`src/rtl/alu_mc_if.sv`:
```
// -----------------------------------------------------------------------------
// alu_mc_if
// Issue/result bundle between the datapath controller and the multi-cycle ALU.
//
//   start      controller -> ALU   issue request, sampled on each rising edge
//   ALUop      controller -> ALU   3-bit opcode, sampled with start
//   Ain, Bin   controller -> ALU   operands, sampled with start
//   busy       ALU -> controller   multi-cycle operation in progress
//   done       ALU -> controller   one-cycle pulse, out/status_out hold new result
//   out        ALU -> controller   registered result
//   status_out ALU -> controller   registered flags {Z, V, N}
//
// modport master: the controller side.  modport slave: the ALU side.
// -----------------------------------------------------------------------------
interface alu_mc_if #(
   parameter int WIDTH = 16
);
   logic             start;
   logic [2:0]       ALUop;
   logic [WIDTH-1:0] Ain;
   logic [WIDTH-1:0] Bin;
   logic             busy;
   logic             done;
   logic [WIDTH-1:0] out;
   logic [2:0]       status_out;

   modport master (
      output start, ALUop, Ain, Bin,
      input  busy, done, out, status_out
   );

   modport slave (
      input  start, ALUop, Ain, Bin,
      output busy, done, out, status_out
   );
endinterface

```
`src/rtl/alu_mc.sv`:
```
// -----------------------------------------------------------------------------
// alu_mc
// Parametrised multi-cycle ALU. ADD/SUB/AND/NOT/LSL/LSR/ASR complete in one
// clock; MUL is an iterative shift-and-add taking exactly WIDTH clocks. Result
// and flags are registered and change only when done pulses (or on reset).
//
//   clk    rising-edge clock
//   reset  asynchronous, active-high reset
//   bus    alu_mc_if.slave: start/ALUop/Ain/Bin in, busy/done/out/status_out out
//
// WIDTH must be a power of two in 4..64.
// -----------------------------------------------------------------------------
module alu_mc #(
   parameter int WIDTH = 16
) (
   input  logic     clk,
   input  logic     reset,
   alu_mc_if.slave  bus
);
   localparam int SW = $clog2(WIDTH);   // shift-count width
   localparam int CW = SW + 1;          // counter must hold the value WIDTH

   typedef enum logic { ST_IDLE, ST_MUL } state_t;

   typedef enum logic [2:0] {
      OP_ADD = 3'b000,
      OP_SUB = 3'b001,
      OP_AND = 3'b010,
      OP_NOT = 3'b011,
      OP_MUL = 3'b100,
      OP_LSL = 3'b101,
      OP_LSR = 3'b110,
      OP_ASR = 3'b111
   } op_t;

   state_t             state_q,  state_d;
   logic [2*WIDTH-1:0] mcand_q,  mcand_d;    // multiplicand, shifts left
   logic [WIDTH-1:0]   mplier_q, mplier_d;   // multiplier, shifts right
   logic [2*WIDTH-1:0] acc_q,    acc_d;      // full-width partial product
   logic [CW-1:0]      cnt_q,    cnt_d;      // iterations remaining
   logic [WIDTH-1:0]   out_q,    out_d;
   logic [2:0]         status_q, status_d;
   logic               done_q,   done_d;

   // Single-cycle result path
   logic [WIDTH-1:0]   alu_r;
   logic               alu_v;
   logic [SW-1:0]      shamt;
   logic [2*WIDTH-1:0] acc_step;

   assign shamt    = bus.Bin[SW-1:0];
   assign acc_step = acc_q + (mplier_q[0] ? mcand_q : '0);

   // NOTE: every signal written in an always_comb gets a default first, so no
   // path through the case statements can leave it unassigned and infer a latch.
   always_comb begin
      alu_r = '0;
      alu_v = 1'b0;
      case (op_t'(bus.ALUop))
         OP_ADD: begin
            alu_r = bus.Ain + bus.Bin;
            alu_v = (bus.Ain[WIDTH-1] == bus.Bin[WIDTH-1]) &&
                    (alu_r[WIDTH-1] != bus.Ain[WIDTH-1]);
         end
         OP_SUB: begin
            alu_r = bus.Ain - bus.Bin;
            alu_v = (bus.Ain[WIDTH-1] != bus.Bin[WIDTH-1]) &&
                    (alu_r[WIDTH-1] != bus.Ain[WIDTH-1]);
         end
         OP_AND: alu_r = bus.Ain & bus.Bin;
         OP_NOT: alu_r = ~bus.Bin;
         OP_LSL: alu_r = bus.Ain << shamt;
         OP_LSR: alu_r = bus.Ain >> shamt;
         OP_ASR: alu_r = $signed(bus.Ain) >>> shamt;
         default: alu_r = '0;   // MUL goes through the iterative path
      endcase
   end

   // Next-state and register-update logic
   always_comb begin
      state_d  = state_q;
      mcand_d  = mcand_q;
      mplier_d = mplier_q;
      acc_d    = acc_q;
      cnt_d    = cnt_q;
      out_d    = out_q;
      status_d = status_q;
      done_d   = 1'b0;

      case (state_q)
         ST_IDLE: begin
            if (bus.start) begin
               if (op_t'(bus.ALUop) == OP_MUL) begin
                  mcand_d  = {{WIDTH{1'b0}}, bus.Ain};
                  mplier_d = bus.Bin;
                  acc_d    = '0;
                  cnt_d    = CW'(WIDTH);
                  state_d  = ST_MUL;
               end else begin
                  out_d    = alu_r;
                  status_d = {alu_r == '0, alu_v, alu_r[WIDTH-1]};
                  done_d   = 1'b1;
               end
            end
         end
         ST_MUL: begin
            // start is not looked at here, so requests while busy are dropped
            acc_d    = acc_step;
            mcand_d  = mcand_q << 1;
            mplier_d = mplier_q >> 1;
            cnt_d    = cnt_q - CW'(1);
            if (cnt_q == CW'(1)) begin
               out_d    = acc_step[WIDTH-1:0];
               status_d = {acc_step[WIDTH-1:0] == '0,
                           |acc_step[2*WIDTH-1:WIDTH],
                           acc_step[WIDTH-1]};
               done_d   = 1'b1;
               state_d  = ST_IDLE;
            end
         end
         default: state_d = ST_IDLE;
      endcase
   end

   // NOTE: state registers use non-blocking assignments so every flop samples
   // the pre-edge values regardless of statement order.
   always_ff @(posedge clk or posedge reset) begin
      if (reset) begin
         state_q  <= ST_IDLE;
         mcand_q  <= '0;
         mplier_q <= '0;
         acc_q    <= '0;
         cnt_q    <= '0;
         out_q    <= '0;
         status_q <= '0;
         done_q   <= 1'b0;
      end else begin
         state_q  <= state_d;
         mcand_q  <= mcand_d;
         mplier_q <= mplier_d;
         acc_q    <= acc_d;
         cnt_q    <= cnt_d;
         out_q    <= out_d;
         status_q <= status_d;
         done_q   <= done_d;
      end
   end

   assign bus.busy       = (state_q == ST_MUL);
   assign bus.done       = done_q;
   assign bus.out        = out_q;
   assign bus.status_out = status_q;

endmodule

```
`src/flat_wrapper.sv`:
```
// flat-port wrapper written by rule: the top's interface ports become plain ports
module alu_mc_flat 
#(
   parameter int WIDTH = 16
)
  (clk, reset, bus_start, bus_ALUop, bus_Ain, bus_Bin, bus_busy, bus_done, bus_out, bus_status_out);
  alu_mc_if #(.WIDTH(WIDTH)) bus_i ();
  input  logic clk;
  input  logic reset;
  input wire logic [$bits(bus_i.start)-1:0] bus_start;
  input wire logic [$bits(bus_i.ALUop)-1:0] bus_ALUop;
  input wire logic [$bits(bus_i.Ain)-1:0] bus_Ain;
  input wire logic [$bits(bus_i.Bin)-1:0] bus_Bin;
  output wire logic [$bits(bus_i.busy)-1:0] bus_busy;
  output wire logic [$bits(bus_i.done)-1:0] bus_done;
  output wire logic [$bits(bus_i.out)-1:0] bus_out;
  output wire logic [$bits(bus_i.status_out)-1:0] bus_status_out;
  assign bus_i.start = bus_start;
  assign bus_i.ALUop = bus_ALUop;
  assign bus_i.Ain = bus_Ain;
  assign bus_i.Bin = bus_Bin;
  assign bus_busy = bus_i.busy;
  assign bus_done = bus_i.done;
  assign bus_out = bus_i.out;
  assign bus_status_out = bus_i.status_out;
  alu_mc #(.WIDTH(WIDTH)) u_core (.clk(clk), .reset(reset), .bus(bus_i));
endmodule
```
`config.mk`:
```
export PLATFORM = sky130hd
export DESIGN_NAME = alu_mc_flat
export DESIGN_NICKNAME = d
export VERILOG_FILES = /design/src/rtl/alu_mc_if.sv /design/src/rtl/alu_mc.sv /design/src/flat_wrapper.sv
export SDC_FILE = /design/constraint.sdc
export NUM_CORES = 1
export LEC_CHECK = 0
export ABC_AREA = 0
export ABC_CLOCK_PERIOD_IN_PS = 6600
export CAP_MARGIN = 20
export CORE_MARGIN = 2
export CORE_UTILIZATION = 50
export CTS_CLUSTER_SIZE = 8
export DETAILED_ROUTE_END_ITERATION = 10
export PLACE_DENSITY = 0.69
export SYNTH_ARGS = -nofsm -noshare
export SYNTH_HDL_FRONTEND = slang
export SYNTH_SLANG_ARGS = --single-unit
```
`constraint.sdc`:
```
create_clock -name clk -period 6.6 [get_ports clk]
set_input_delay 0.66 -clock clk [delete_from_list [all_inputs] [get_ports clk]]
set_output_delay 0.66 -clock clk [all_outputs]
set_load 0.02 [all_outputs]
```
==> qor.yml <==
regToRegStartpoint: "u_core.mplier_q[0]"
start_kind: "flip-flop"
track_usage_pct: 28.4
dp_cells: 1444
synthToLayoutAreaGrowth_pct: 10.6
ir_worst_vdd_mv: 0.172
cp_max_fo: 33
die_area_mm2: 0.0203
finalSetupTns_ns: 0
drc: 0
drt_iter0_drc: 757
grt_pass1_wl_mm: 45.4
dieWidth_um: 142
cts_buffers: 9
period_share_pct: 75.1
ff2ff_setup_slack_ns: 1.64
worstPathArrival_ns: 5.20
finalCriticalPeriod_ns: 4.96
vias: 9022
power_mw: 3.30
root_buffer: "clkbuf_16"
p_leak_nw: 4.71
hold_buffers: 0
crit_type: "flip-flop to flip-flop"
synth_edf_count: 0
synth_nets: 1322
clock_latency_ns: 0.36
clk_pin_slew_ns: 0.08
antenna_cells: 0
cts_sinks: 105
io_pins: 59
cts_resized: 0
syn_inst: 1215
drt-total-wl_mm: 28.2
avgSynthCellArea_um2: 7.88
async_reset_ff_share_pct: 100
yosysSeqAreaShare_pct: 27.4
final_nets: 1328
min_path_cells: 2
critPathRequiredTime_ns: 6.84
grt_pass1_vias: 8578
std_cell_rows: 50
end_kind: "flip-flop"
power_density_mw_per_mm2: 312
fmax_mhz: 202
synthDistinctLibCells: 72
status: "finished clean"
setup_viol: 0
reg2reg_depth: 14
antenna_found_initial: 2
hold_viol_final: 0
wl_per_cell_um: 19.3
maxCapViolations: 0
hold_slack_ns: 0.485
clock_path_buffers: 2
htree_levels: 3
netlist_area_mm2: 0.00958
min_to: "u_core.mplier_q[0]"
cp-startpoint: "u_core.mplier_q[0]"
fin_cells: 1460
first_pass_iters: 5
place_hpwl_mm: 20.5
slew_violations: 0
cts_setup_buffers: 0
finClkSkew_ns: 0.00547
drive_gt1_share_pct: 5.63
cts_tree: "done"
reg2reg_to: "u_core.bus.status_out[1]"
max-slew-margin-rel_pct: 33.7
hp-class: "flip-flop to flip-flop"
ant_nets: 0
tightest_slew_ns: 0.995
ys_ff_latch: 105
yosysWarnings: 0
rsz0062_at_grt: "no"
grt_max_degree: 79
ys.flop_type: "dfrtp_1"
hp-start: "u_core.mplier_q[1]"
grt_overflow_total: 0
gp_congestion: 0.965
coreArea_mm2: 0.0188
chipHeight_um: 142
portBuffers: 58
start_util_pct: 51.0
vias_per_cell: 6.18
## flip-flops by register name (all words and copies together) (netlist names)
register,count
u_core.bus.done,1
u_core.acc_q,32
u_core.bus.busy,1
u_core.mplier_q,16
u_core.bus.out,15
u_core.cnt_q,5
u_core.mcand_q,32
u_core.bus.status_out,3
## cell usage after synthesis, types with 14 or more instances
master,count,area [um2]
nor2_1,113,424
mux2i_1,65,651
nor3_1,14,70.1
and2_1,35,219
a21oi_1,97,485
ha_1,66,826
a211oi_1,14,105
xnor2_1,30,263
clkbuf_1,58,218
o21ai_0,134,671
nand2_1,170,638
nand3_1,21,105
dfrtp_1,105,2630
inv_1,45,169
xor2_1,18,158
a31oi_1,14,87.6
nand2b_1,16,100
## worst max-delay path by stage
| stage | end | slack (ns) |
|---|---|---|
| 3_5_place_dp | u_core.bus.status_out[2] | 1.54 |
| 6_report | u_core.bus.status_out[1] | 1.64 |
| 5_1_grt | u_core.bus.status_out[1] | 1.40 |
| 3_3_place_gp | u_core.bus.status_out[2] | 1.62 |
| 4_1_cts | u_core.bus.status_out[1] | 1.65 |
| 2_1_floorplan | u_core.bus.status_out[2] | 2.45 |
## per-layer routing
layer | global-route usage (%) | vias to the layer above | routed length, um
li1 | - | 4357 | -
met1 | 39.5 | 4290 | 12900
met2 | 44.0 | 318 | 12400
met3 | 6.12 | 55 | 1960
met4 | 9.59 | 2 | 848
met5 | 0 | - | 17
## final cells by class
| cell class | instances | area [um2] |
|---|---|---|
| Fill cell | 1742 | 8180 |
| Multi-Input combinational cell | 990 | 6490 |
| Sequential cell | 105 | 2630 |
| Timing Repair Buffer | 69 | 658 |
| Tap cell | 234 | 293 |
| Clock buffer | 9 | 225 |
| Inverter | 46 | 175 |
| Clock inverter | 7 | 113 |
## worst max-delay path: stages, from the launching register on
cell and delay (ns):
dfrtp_1 0.76, and2_1 0.36, ha_1 0.22, fa_1 0.44, a21oi_1 0.29, o221ai_2 0.18, a21boi_2 0.23, o31ai_2 0.13
o2bb2ai_2 0.18, a311o_1 0.36, xor2_1 0.17, or4_1 0.47, or4b_1 0.54, nor4_1 0.36, a31oi_1 0.13
## per-stage QoR
| step | worst slack (ns) | instance area [um2] | util [%] |
|---|---|---|---|
| 5_1_grt | 1.40 | 10600 | 56.4 |
| 2_1_floorplan | 2.45 | 9580 | - |
| 3_3_place_gp | 1.62 | 10300 | 54.6 |
| 4_1_cts | 1.65 | 10600 | 56.4 |
| 6_report | 1.64 | 10600 | 56.4 |
| 3_5_place_dp | 1.54 | 10300 | 54.6 |
## logic make-up after synthesis
kind of cell	share of synthesized area (%)
fa+ha+maj	9.25
flops	27.4
xor+xnor	4.39
compound gates	23.3
simple gates	20.2
buf+inv	4.79
mux	10.7
## where the power goes
part	internal, mW	switching [mW]
Sequential	0.890	0.226
Combinational	0.632	0.933
Clock	0.341	0.276
## cell usage in the layout (no fill, tap or decap), types with 14 or more instances in the layout
cell type and n:
a211oi_1 14, a21oi_1 97, a31oi_1 14, and2_1 35, clkdlybuf4s50_1 57, dfrtp_1 104, ha_1 66, inv_1 44
mux2i_1 65, nand2_1 169, nand2b_1 16, nand3_1 21, nor2_1 113, nor3_1 14, o21ai_0 134, xnor2_1 30
xor2_1 18
No activity file was read; power rests on OpenSTA's default activity.
